[config.mk]
export PLATFORM = sky130hd
export DESIGN_NAME = lsu_ctrl_flat
export DESIGN_NICKNAME = d
export VERILOG_FILES = /design/src/rtl/lsu_ctrl_if.sv /design/src/rtl/lsu_ctrl.sv /design/src/flat_wrapper.sv
export SDC_FILE = /design/constraint.sdc
export NUM_CORES = 1
export LEC_CHECK = 0
export CORE_ASPECT_RATIO = 0.5
export CORE_UTILIZATION = 40
export CTS_CLUSTER_SIZE = 40
export DETAILED_ROUTE_END_ITERATION = 10
export DONT_BUFFER_PORTS = 1
export PLACE_DENSITY = 0.55
export RECOVER_POWER = 50
export SYNTH_ARGS = -nofsm -noshare
export SYNTH_HDL_FRONTEND = slang
export SYNTH_SLANG_ARGS = --single-unit
[constraint.sdc]
create_clock -name clk -period 3.15 [get_ports clk]
set_input_delay 0.945 -clock clk [delete_from_list [all_inputs] [get_ports clk]]
set_output_delay 0.945 -clock clk [all_outputs]
set_load 0.01 [all_outputs]
[src/rtl/lsu_ctrl_if.sv]
// lsu_ctrl_if: execute request, data-memory bus and writeback response.
// slave = load/store unit side, master = execute/memory/writeback side.
interface lsu_ctrl_if #(
  parameter int ADDR_W = 12
);
  logic              req_valid;
  logic              req_ready;
  logic              req_we;
  logic [2:0]        req_funct3;
  logic [31:0]       req_base;
  logic [11:0]       req_imm;
  logic [31:0]       req_wdata;
  logic [4:0]        req_rd;
  logic              mem_wr;
  logic              mem_read;
  logic [ADDR_W-1:0] mem_addr;
  logic [31:0]       mem_wdata;
  logic [2:0]        mem_funct3;
  logic [31:0]       mem_rdata;
  logic              resp_valid;
  logic [31:0]       resp_data;
  logic [4:0]        resp_rd;
  logic              resp_err_funct3;
  logic              resp_err_misalign;
  logic              busy;

  modport slave (
    input  req_valid, req_we, req_funct3, req_base,
    input  req_imm, req_wdata, req_rd, mem_rdata,
    output req_ready, mem_wr, mem_read, mem_addr,
    output mem_wdata, mem_funct3, resp_valid, resp_data,
    output resp_rd, resp_err_funct3, resp_err_misalign, busy
  );

  modport master (
    output req_valid, req_we, req_funct3, req_base,
    output req_imm, req_wdata, req_rd, mem_rdata,
    input  req_ready, mem_wr, mem_read, mem_addr,
    input  mem_wdata, mem_funct3, resp_valid, resp_data,
    input  resp_rd, resp_err_funct3, resp_err_misalign, busy
  );
endinterface

[src/rtl/lsu_ctrl.sv]
// lsu_ctrl: load/store control stage in front of data memory.
// Ports: clk, rst (sync, active-high), bus (lsu_ctrl_if.slave:
// req handshake in, mem bus out, resp pulse out).
// Option: LSU_MISALIGN_TRAP_EN traps misaligned half/word accesses
// instead of splitting them into byte accesses.
module lsu_ctrl #(
  parameter int ADDR_W = 12
) (
  input logic      clk,
  input logic      rst,
  lsu_ctrl_if.slave bus
);
  typedef enum logic [1:0] {IDLE, ACCESS, RESP} state_t;

  state_t state, state_n;

  logic [ADDR_W-1:0] ea, ea_n;
  logic              we;
  logic [2:0]        f3;
  logic [31:0]       wdata;
  logic [4:0]        rd;
  logic              mis;
  logic [1:0]        k;
  logic [31:0]       asm_q;
  logic [31:0]       res;
  logic              err_f3;
  logic              err_mis;

  logic        accept;
  logic        legal_n;
  logic        mis_n;
  logic        trap_n;
  logic [31:0] imm_ext;
  logic [31:0] sum;
  logic [1:0]  last_k;
  logic        last;
  logic [7:0]  wbyte;
  logic [31:0] full;
  logic [31:0] ext;

  always_comb begin
    imm_ext = {{20{bus.req_imm[11]}}, bus.req_imm};
    sum     = bus.req_base + imm_ext;
    ea_n    = sum[ADDR_W-1:0];
    case (bus.req_funct3)
      3'd0, 3'd1, 3'd2: legal_n = 1'b1;
      3'd4, 3'd5:       legal_n = !bus.req_we;
      default:          legal_n = 1'b0;
    endcase
    mis_n = legal_n &&
      ((bus.req_funct3[1:0] == 2'd1 && ea_n[0]) ||
       (bus.req_funct3[1:0] == 2'd2 && ea_n[1:0] != 2'd0));
`ifdef LSU_MISALIGN_TRAP_EN
    trap_n = mis_n;
`else
    trap_n = 1'b0;
`endif
  end

  // Split accesses walk k up to the last byte of the half/word.
  always_comb begin
    last_k = 2'd0;
    if (mis)
      last_k = (f3[1:0] == 2'd2) ? 2'd3 : 2'd1;
    last  = (k == last_k);
    wbyte = wdata[{k, 3'b000} +: 8];
    full  = bus.mem_rdata;
    if (mis) begin
      full = asm_q;
      full[{k, 3'b000} +: 8] = bus.mem_rdata[7:0];
    end
    unique case (1'b1)
      f3 == 3'd0: ext = {{24{full[7]}}, full[7:0]};
      f3 == 3'd1: ext = {{16{full[15]}}, full[15:0]};
      f3 == 3'd4: ext = {24'h0, full[7:0]};
      f3 == 3'd5: ext = {16'h0, full[15:0]};
      default:    ext = full;
    endcase
  end

  always_ff @(posedge clk) begin
    if (rst) state <= IDLE;
    else     state <= state_n;
  end

  always_comb begin
    state_n               = state;
    accept                = 1'b0;
    bus.req_ready         = 1'b0;
    bus.mem_wr            = 1'b0;
    bus.mem_read          = 1'b0;
    bus.mem_addr          = '0;
    bus.mem_wdata         = '0;
    bus.mem_funct3        = '0;
    bus.resp_valid        = 1'b0;
    bus.resp_data         = '0;
    bus.resp_rd           = '0;
    bus.resp_err_funct3   = 1'b0;
    bus.resp_err_misalign = 1'b0;
    case (state)
      IDLE: begin
        bus.req_ready = 1'b1;
        if (bus.req_valid) begin
          accept  = 1'b1;
          state_n = (!legal_n || trap_n) ? RESP : ACCESS;
        end
      end
      ACCESS: begin
        bus.mem_wr   = we;
        bus.mem_read = !we;
        bus.mem_addr = ea + ADDR_W'(k);
        if (mis) begin
          bus.mem_funct3 = we ? 3'd0 : 3'd4;
          bus.mem_wdata  = {24'h0, wbyte};
        end else begin
          bus.mem_funct3 = f3;
          bus.mem_wdata  = wdata;
        end
        if (last) state_n = RESP;
      end
      RESP: begin
        bus.resp_valid        = 1'b1;
        bus.resp_data         = res;
        bus.resp_err_funct3   = err_f3;
        bus.resp_err_misalign = err_mis;
        if (!we && !err_f3 && !err_mis)
          bus.resp_rd = rd;
        state_n = IDLE;
      end
      default: state_n = IDLE;
    endcase
    bus.busy = !bus.req_ready;
  end

  always_ff @(posedge clk) begin
    if (rst) begin
      ea      <= '0;
      we      <= 1'b0;
      f3      <= '0;
      wdata   <= '0;
      rd      <= '0;
      mis     <= 1'b0;
      k       <= '0;
      asm_q   <= '0;
      res     <= '0;
      err_f3  <= 1'b0;
      err_mis <= 1'b0;
    end else if (accept) begin
      ea      <= ea_n;
      we      <= bus.req_we;
      f3      <= bus.req_funct3;
      wdata   <= bus.req_wdata;
      rd      <= bus.req_rd;
      mis     <= mis_n && !trap_n;
      k       <= '0;
      asm_q   <= '0;
      res     <= '0;
      err_f3  <= !legal_n;
      err_mis <= trap_n;
    end else if (state == ACCESS) begin
      k <= k + 2'd1;
      if (!we) begin
        if (mis)  asm_q <= full;
        if (last) res   <= ext;
      end
    end
  end
endmodule

[src/flat_wrapper.sv]
// flat-port wrapper written by rule: the top's interface ports become plain ports
module lsu_ctrl_flat 
#(
  parameter int ADDR_W = 12
)
  (clk, rst, bus_req_valid, bus_req_we, bus_req_funct3, bus_req_base, bus_req_imm, bus_req_wdata, bus_req_rd, bus_mem_rdata, bus_req_ready, bus_mem_wr, bus_mem_read, bus_mem_addr, bus_mem_wdata, bus_mem_funct3, bus_resp_valid, bus_resp_data, bus_resp_rd, bus_resp_err_funct3, bus_resp_err_misalign, bus_busy);
  lsu_ctrl_if #(.ADDR_W(ADDR_W)) bus_i ();
  input logic clk;
  input logic rst;
  input wire logic [$bits(bus_i.req_valid)-1:0] bus_req_valid;
  input wire logic [$bits(bus_i.req_we)-1:0] bus_req_we;
  input wire logic [$bits(bus_i.req_funct3)-1:0] bus_req_funct3;
  input wire logic [$bits(bus_i.req_base)-1:0] bus_req_base;
  input wire logic [$bits(bus_i.req_imm)-1:0] bus_req_imm;
  input wire logic [$bits(bus_i.req_wdata)-1:0] bus_req_wdata;
  input wire logic [$bits(bus_i.req_rd)-1:0] bus_req_rd;
  input wire logic [$bits(bus_i.mem_rdata)-1:0] bus_mem_rdata;
  output wire logic [$bits(bus_i.req_ready)-1:0] bus_req_ready;
  output wire logic [$bits(bus_i.mem_wr)-1:0] bus_mem_wr;
  output wire logic [$bits(bus_i.mem_read)-1:0] bus_mem_read;
  output wire logic [$bits(bus_i.mem_addr)-1:0] bus_mem_addr;
  output wire logic [$bits(bus_i.mem_wdata)-1:0] bus_mem_wdata;
  output wire logic [$bits(bus_i.mem_funct3)-1:0] bus_mem_funct3;
  output wire logic [$bits(bus_i.resp_valid)-1:0] bus_resp_valid;
  output wire logic [$bits(bus_i.resp_data)-1:0] bus_resp_data;
  output wire logic [$bits(bus_i.resp_rd)-1:0] bus_resp_rd;
  output wire logic [$bits(bus_i.resp_err_funct3)-1:0] bus_resp_err_funct3;
  output wire logic [$bits(bus_i.resp_err_misalign)-1:0] bus_resp_err_misalign;
  output wire logic [$bits(bus_i.busy)-1:0] bus_busy;
  assign bus_i.req_valid = bus_req_valid;
  assign bus_i.req_we = bus_req_we;
  assign bus_i.req_funct3 = bus_req_funct3;
  assign bus_i.req_base = bus_req_base;
  assign bus_i.req_imm = bus_req_imm;
  assign bus_i.req_wdata = bus_req_wdata;
  assign bus_i.req_rd = bus_req_rd;
  assign bus_i.mem_rdata = bus_mem_rdata;
  assign bus_req_ready = bus_i.req_ready;
  assign bus_mem_wr = bus_i.mem_wr;
  assign bus_mem_read = bus_i.mem_read;
  assign bus_mem_addr = bus_i.mem_addr;
  assign bus_mem_wdata = bus_i.mem_wdata;
  assign bus_mem_funct3 = bus_i.mem_funct3;
  assign bus_resp_valid = bus_i.resp_valid;
  assign bus_resp_data = bus_i.resp_data;
  assign bus_resp_rd = bus_i.resp_rd;
  assign bus_resp_err_funct3 = bus_i.resp_err_funct3;
  assign bus_resp_err_misalign = bus_i.resp_err_misalign;
  assign bus_busy = bus_i.busy;
  lsu_ctrl #(.ADDR_W(ADDR_W)) u_core (.clk(clk), .rst(rst), .bus(bus_i));
endmodule
## Word level (Yosys, flattened, before mapping)

Cells that the tools add are included.

- Word-level logic and storage cells: 80
- Flip-flop bits (word level): 123
- Input port bits: 120
- Output and inout port bits: 91

- $add $sub $neg: 4
- Muxes and demuxes: 26
- Shifts and indexed selects: 3
- Bitwise operators: 1
- Eq/ne operators: 15
- Reductions and logical operators: 20

Operators by type and width:

| operator | number |
|---|---|
| 32-bit 2-to-1 mux | 4 |
| 32-bit one-hot mux with 4 select lines | 1 |
| 32-bit bitwise mux | 1 |
| 8-bit by 7-bit variable shift with 32-bit output, first input constant | 1 |
| 32-bit by 6-bit indexed part select with 8-bit output | 1 |
| 8-bit by 7-bit indexed part select with 32-bit output | 1 |
| 12-bit adder | 1 |
| 12-bit by 2-bit adder with 12-bit output | 1 |
| 3-bit == test, second input constant | 4 |
| 12-bit 2-to-1 mux | 1 |
| 2-bit 2-to-1 mux | 5 |
| 5-bit 2-to-1 mux | 2 |
| 3-bit 2-to-1 mux | 3 |
| 1-bit 2-to-1 mux | 7 |
| 5-bit negator with 7-bit output | 1 |
| 2-bit == test, second input constant | 3 |
| 3-bit by 1-bit == test with 1-bit output, second input constant | 2 |
| 3-bit logical NOT | 2 |
| 3-bit AND reduction | 2 |
| 1-bit logical NOT | 5 |
| 2-bit by 1-bit == test with 1-bit output, second input constant | 2 |
| 1-bit logical AND | 4 |
| 2-bit one-hot mux with 2 select lines | 1 |
| 2-bit OR reduction | 2 |
| other kinds (12) | 12 |

## Depth between registers and ports, before layout

Gate-level depths: netlist (run 1).

- Word-level depth: 6
- Gate-level depth with buffers: 11
- Depth with buffers taken out: 8

## Worst setup path before layout (run 1)

No wires, ideal clock.

- Path type: input to register
- Start: input port bus_req_imm[0]
- End: register u_core.ea[6]
- Arrival: 2.526 ns
- Buffers on the path: 0
- Stages: 8
- Slack: 0.502 ns
- Setup time: 0.122 ns
- Data required time: 3.028 ns
- Cells stage by stage: ha_1 -> inv_1 -> fa_1 -> nand2b_1 -> a21oi_1 -> o21ai_1 -> mux2_2 -> a311o_1

- Longest elaborated chain between the ends: 1

RTL lines:

| what | line | text |
|---|---|---|
| from (decl) | flat_wrapper.sv:14 | `input wire logic [$bits(bus_i.req_imm)-1:0] bus_req_imm;` |
| 12-bit adder | lsu_ctrl.sv:43 | `sum = bus.req_base + imm_ext;` |
| to (signal assigned) | lsu_ctrl.sv:149 | `ea <= ea_n;` |
| to (decl) | lsu_ctrl.sv:17 | `logic [ADDR_W-1:0] ea, ea_n;` |

No other way between the ends.
A chain may end at the register's enable or synchronous reset.

## Worst setup path in the final report (run 1)

- Start: register u_core.k[0]
- End: output port bus_mem_addr[8]

- Longest elaborated chain between the ends: 2

RTL lines:

| what | line | text |
|---|---|---|
| from (decl) | lsu_ctrl.sv:23 | `logic [1:0] k;` |
| from (signal assigned) | lsu_ctrl.sv:161 | `k <= k + 2'd1;` |
| 12-bit by 2-bit adder with 12-bit output | lsu_ctrl.sv:111 | `bus.mem_addr = ea + ADDR_W'(k);` |
| 12-bit 2-to-1 mux | lsu_ctrl.sv:100 | `case (state)` |
| to (decl) | flat_wrapper.sv:21 | `output wire logic [$bits(bus_i.mem_addr)-1:0] bus_mem_addr;` |

No other way between the ends.

==> metrics.txt, run 1 <==
status finished clean; Final Cell Area 0.00739 mm²; Synth Flop Type dfxtp_1; drt drc 0; Power Internal 3.13 mW; setup bufs post-CTS 0; crit share post-route 94.1%; # placed instances 1015; RSZ-0062 raised after global routing false; initial antenna violation count 0; post-route ant nets 0; commonest cells after routing, fill and taps aside a21oi_1 (125), dfxtp_1 (122), nand2_1 (117); Seq/Total Area, Yosys 36.9%; Post-synth EDFFs 0; die area 0.0172 mm²; Initial Utilization 42.0%; CP Data Required Time 2.20 ns; clock group share of total power 49.1%; hold_ws 0.443 ns; Seq pwr share 40.1%; fill count 1633; vias in the first global route 5430; Worst Max-Slew Pin Slew 1.09 ns; Clk pin slew, worst setup/hold paths 0.06 ns; pin count of the biggest net entering global routing 60; YS warnings 0; clock sink count 123; NumNets Final 953; fmax 0.337 GHz; GRT Total Usage 22.1%; IO Pins 211; Hold Vio Cnt, Final 0; core box area 0.0159 mm²; Die Wd 185 µm; Synth cell types 63; Synth Net Count 974; Switching Power 1.10 mW; LEAKAGE 2.78 nW; Routability Congestion 0.812; clk root buf clkbuf_16; Vias 5690; worst slack, placed 0.410 ns; Worst Path Arrival 2.02 ns; DRT Pass-1 Iters 5; Tot Pwr 4.23 mW; Wirelength per Cell 17.8 µm; headroom to the max-slew limit 27.5%; fin cells 1047; htree depth 4; IO buf count 0; Pwr Density 572 mW/mm²; worst skew pair latency 0.42 ns; first-pass GRT wire length 29.1 mm; Inserted Diodes 0; initial DRC count 281; Core Util, Final 46.6%; Die H 93.3 µm; TNS Setup 0 ns; Worst setup SP type register; Routed WL 18.7 mm; peak supply drop 0.000397 V; Hold Crit Class register to register; Worst Path Max Fanout 5; Mean Syn Cell Area 7.99 µm²; setup slack after layout 0.185 ns; CTS Buf Count 17; area grow syn2layout 10.9%; ratio of cells with drive above 1 in the final layout 9.32%; placed wire-length estimate 13.0 mm; Rows 32; ys async rst share 0%; Syn Std Cell Area 0.00667 mm²; final setup vio count 0; max_cap viols 0; global route overflow 0; CTS max path bufs 2; minimum clock period 2.96 ns; Mapped Cells 834; most common cell after layout, fill and taps aside a21oi_1; Slew Viols, Final 0; Via-to-Cell Ratio 5.43; reg2reg setup slack 0.39 ns; area of placed instances 0.00679 mm²; clk_skew 0.0117 ns; register bit total from synthesis 123; CP endpoint kind primary output; CTS tree yes; Crit Path Category register to primary output; sw frac 26.1%; power share of the combinational group 10.8%
-- power groups by stage --
stage,sequential (mW),clock (mW),combinational (mW)
after global placement,1.73,0,0.458
final,1.70,2.08,0.457
after CTS,1.70,2.11,0.468
after global routing,1.71,2.19,0.518
after detailed placement,1.73,0,0.466
after floorplan,1.70,0,0.388
-- per-layer routing --
metal	vias to the layer above	track usage (%)	share of wire [%]
met2	143	33.0	43
li1	2879	-	-
met1	2657	29.9	49
met5	-	0	0
met4	0	6.74	0.72
met3	11	7.52	7.8
-- sequential cells by signal (all words and copies together), names as in the netlist --
name	count
u_core.res	32
u_core.f3	3
u_core.rd	5
u_core.ea	12
u_core.k	2
u_core.wdata	32
u_core.asm_q	32
u_core.mis	1
u_core.state	2
u_core.err_f3	1
u_core.we	1
-- cell usage after synthesis (all sizes together) (2+ instances only) --
cell type  instances  share of area, %
a21oi            125               9.4
fa                 2              0.60
o221a             24               4.1
nor4b              4              0.53
nand2b             5              0.51
buf               27               2.4
a21o               4              0.45
ha                18               3.4
a22o               2              0.26
and3               3              0.28
and2              70               6.6
a211oi             6              0.68
xor2               9               1.2
o21a               2              0.23
inv               18               1.0
o211ai             2              0.43
mux2               9               1.5
nor3b              5              0.88
nor3              14               1.1
o21ai             64               5.0
xnor2              7              0.92
a22oi             24               2.7
o31ai              2              0.23
nor2b             24               2.3
nand2            119               6.7
nor2              56               3.6
dfxtp            123                37
nand3              7              0.53
clkbuf            31               1.9
o22ai              8              0.75
-- kinds of logic (layout without fill, tap and decap cells) --
family,after synthesis,count (layout),share of synthesized area (%)
compound gates,273,273,25.8
buf+inv,77,69,5.56
xor+xnor,16,16,2.10
simple gates,314,314,23.9
other cells,1,1,0.0563
flops,123,123,36.9
fa+ha+maj,20,20,3.98
mux,10,10,1.67
-- final cells by class --
type,instances,area [µm²],area share [%]
clock buffers,18,429,5.80
clock inverters,14,196,2.66
inverters,18,67.6,0.914
multi-input cells,634,3830,51.8
flip-flops and latches,123,2460,33.3
well taps,221,277,3.74
repair buffers,19,128,1.73
-- critical path: stages (launching register included) --
cell and delay (ns):
dfxtp_1 0.33, ha_1 0.16, inv_1 0.05, fa_1 0.42, nor2b_4 0.19, nand3_1 0.11
xor2_1 0.16, nor2_1 0.19
-- final timing paths --
path / start / end / cells past startpoint
max: u_core.k[0]$_SDFFE_PP0P_ / bus_mem_addr[8] / 7
min: u_core.rd[4]$_SDFFE_PP0P_ / u_core.rd[4]$_SDFFE_PP0P_ / 2
max reg2reg: u_core.state[0]$_SDFFE_PP0P_ / u_core.mis$_SDFFE_PP0P_ / 6
min reg2reg: u_core.rd[4]$_SDFFE_PP0P_ / u_core.rd[4]$_SDFFE_PP0P_ / 2
-- repair_timing --
item	CTS	global route
hold endpoints to repair	0	0
endpoints found under the setup margin	0	4
resized for setup	0	3
hold buffers	0	0
(Power assumes the default switching activity.)
==> run 2: changes to the inputs <==
--- a/config.mk
+++ b/config.mk
@@ -10,8 +10,9 @@
 export CTS_CLUSTER_SIZE = 40
 export DETAILED_ROUTE_END_ITERATION = 10
 export DONT_BUFFER_PORTS = 1
-export PLACE_DENSITY = 0.55
+export PLACE_DENSITY = 0.58
 export RECOVER_POWER = 50
+export SETUP_SLACK_MARGIN = 0.4
 export SYNTH_ARGS = -nofsm -noshare
 export SYNTH_HDL_FRONTEND = slang
 export SYNTH_SLANG_ARGS = --single-unit
==> metrics.txt, run 2 (synthesis gave the netlist of run 1 again) <==
status finished clean; core box area 0.0159 mm²; Seq pwr share 42.6%; Power Internal 2.95 mW; final setup vio count 0; Vias 5824; routed wl met3 1.36 mm; Worst Path Max Fanout 12; LEAKAGE 2.80 nW; initial antenna violation count 0; min-delay src u_core.wdata[0]$_SDFFE_PP0P_; clk root buf clkbuf_16; NumNets Final 957; Pwr Density 532 mW/mm²; Worst Path Arrival 1.98 ns; IO buf count 0; Hold Crit Class register to register; Rows 32; CTS Buf Count 17; reg2reg setup slack 0.35 ns; placed wire-length estimate 13.0 mm; Core Util, Final 47.6%; worst flop-to-flop path startpoint u_core.mis$_SDFFE_PP0P_; M1 WL 9.13 mm; IO Pins 211; clock group share of total power 45.7%; minimum clock period 2.92 ns; htree depth 4; CTS Hold Buffers Added 0; TNS Setup 0 ns; CTS tree yes; Worst Max-Slew Pin Slew 1.09 ns; CP max-delay cell clkbuf_1; max incr delay on CP 0.61 ns; Switching Power 1.06 mW; reg2reg end u_core.res[12]$_SDFFE_PP0P_; first-pass GRT wire length 28.9 mm; clock sink count 123; vias in the first global route 5388; Die H 93.3 µm; global route overflow 0; post-route ant nets 0; worst skew pair latency 0.41 ns; headroom to the max-slew limit 27.5%; clk_skew 0.00568 ns; Wirelength per Cell 17.9 µm; CP Data Required Time 2.20 ns; max layer used met4; ratio of cells with drive above 1 in the final layout 14.1%; commonest cells after routing, fill and taps aside a21oi_1 (117), nand2_1 (116), dfxtp_1 (116); Hold Vio Cnt, Final 0; CTS max path bufs 2; worst reg-to-reg path cell count 6; CP endpoint kind primary output; pin count of the biggest net entering global routing 60; die area 0.0172 mm²; Slew Viols, Final 0; Tot Pwr 4.01 mW; Top Registers u_core.asm_q: 32 flops, u_core.res: 32 flops, u_core.wdata: 32 flops; most common cell after layout, fill and taps aside a21oi_1; Worst setup SP type register; drt drc 0; critical-path cell list nor3b_2 -> clkbuf_1 -> o22a_1; peak supply drop 0.000395 V; WL met2 8.07 mm; Initial Utilization 42.0%; hold endpoint u_core.wdata[0]$_SDFFE_PP0P_; Routability Congestion 0.825; DRT Pass-1 Iters 4; fmax 0.342 GHz; initial DRC count 259; Via-to-Cell Ratio 5.55; area grow syn2layout 13.2%; Crit Path Category register to primary output; GRT Total Usage 21.9%; max_cap viols 0; Die Wd 185 µm; hold depth 2; sw frac 26.5%; Clk pin slew, worst setup/hold paths 0.06 ns; Routed WL 18.8 mm; crit share post-route 92.8%; RSZ-0062 raised after global routing true; Inserted Diodes 0; power share of the combinational group 11.7%
## run 2: stage by stage
| stage | area (µm²) | cells | hold WS (ns) | worst slack, ns |
|---|---|---|---|---|
| after floorplan | 6670 | 834 | 0.432 | 0.502 |
| after global placement | 6780 | 1014 | 0.432 | 0.424 |
| after detailed placement | 6780 | 1014 | 0.439 | 0.401 |
| after CTS | 7490 | 1047 | 0.446 | 0.241 |
| after global routing | 7540 | 1050 | 0.465 | 0.106 |
| final | 7540 | 1050 | 0.445 | 0.228 |
## run 2: routing by layer
metal,up-vias,track usage [%]
li1,2885,-
met1,2765,29.5
met2,159,33.1
met3,15,6.70
met4,0,7.29
met5,-,0
## run 2: cell type report
class | count | area [µm²]
Tap cell | 221 | 277
Clock buffer | 25 | 526
Multi-Input combinational cell | 634 | 3990
Fill cell | 1572 | 8310
Clock inverter | 6 | 35.0
Sequential cell | 123 | 2470
Timing Repair Buffer | 23 | 178
Inverter | 18 | 67.6
## run 2: worst max path at each step
stage / startpoint / endpoint / slack (ns)
after global routing: u_core.mis$_SDFFE_PP0P_ / u_core.res[13]$_SDFFE_PP0P_ / 0.11
after global placement: bus_req_imm[0] / u_core.ea[6]$_SDFFE_PP0P_ / 0.42
after CTS: u_core.ea[0]$_SDFFE_PP0P_ / bus_mem_addr[6] / 0.24
final: u_core.state[0]$_SDFFE_PP0P_ / bus_mem_funct3[2] / 0.23
after detailed placement: bus_req_imm[0] / u_core.ea[6]$_SDFFE_PP0P_ / 0.40
after floorplan: bus_req_imm[0] / u_core.ea[6]$_SDFFE_PP0P_ / 0.50
## run 2: power groups by stage
stage	logic, mW	clock network, mW	registers (mW)
after CTS	0.473	1.86	1.71
after global routing	0.527	1.94	1.72
after floorplan	0.388	0	1.70
after detailed placement	0.462	0	1.73
final	0.469	1.83	1.71
after global placement	0.452	0	1.73
## run 2: critical path, delay by kind of cell, from the launching register on
family | cells | cell delay [ns]
compound gates | 1 | 0.29
simple gates | 1 | 0.21
buf+inv | 1 | 0.61
flops | 1 | 0.47
## run 2: repair_timing
item,CTS,global route
endpoints found under the hold margin,0,0
pin swaps,6,12
endpoints found under the setup margin,57,70
cloned,0,1
gates resized for setup,38,21
buffers inserted,2,2
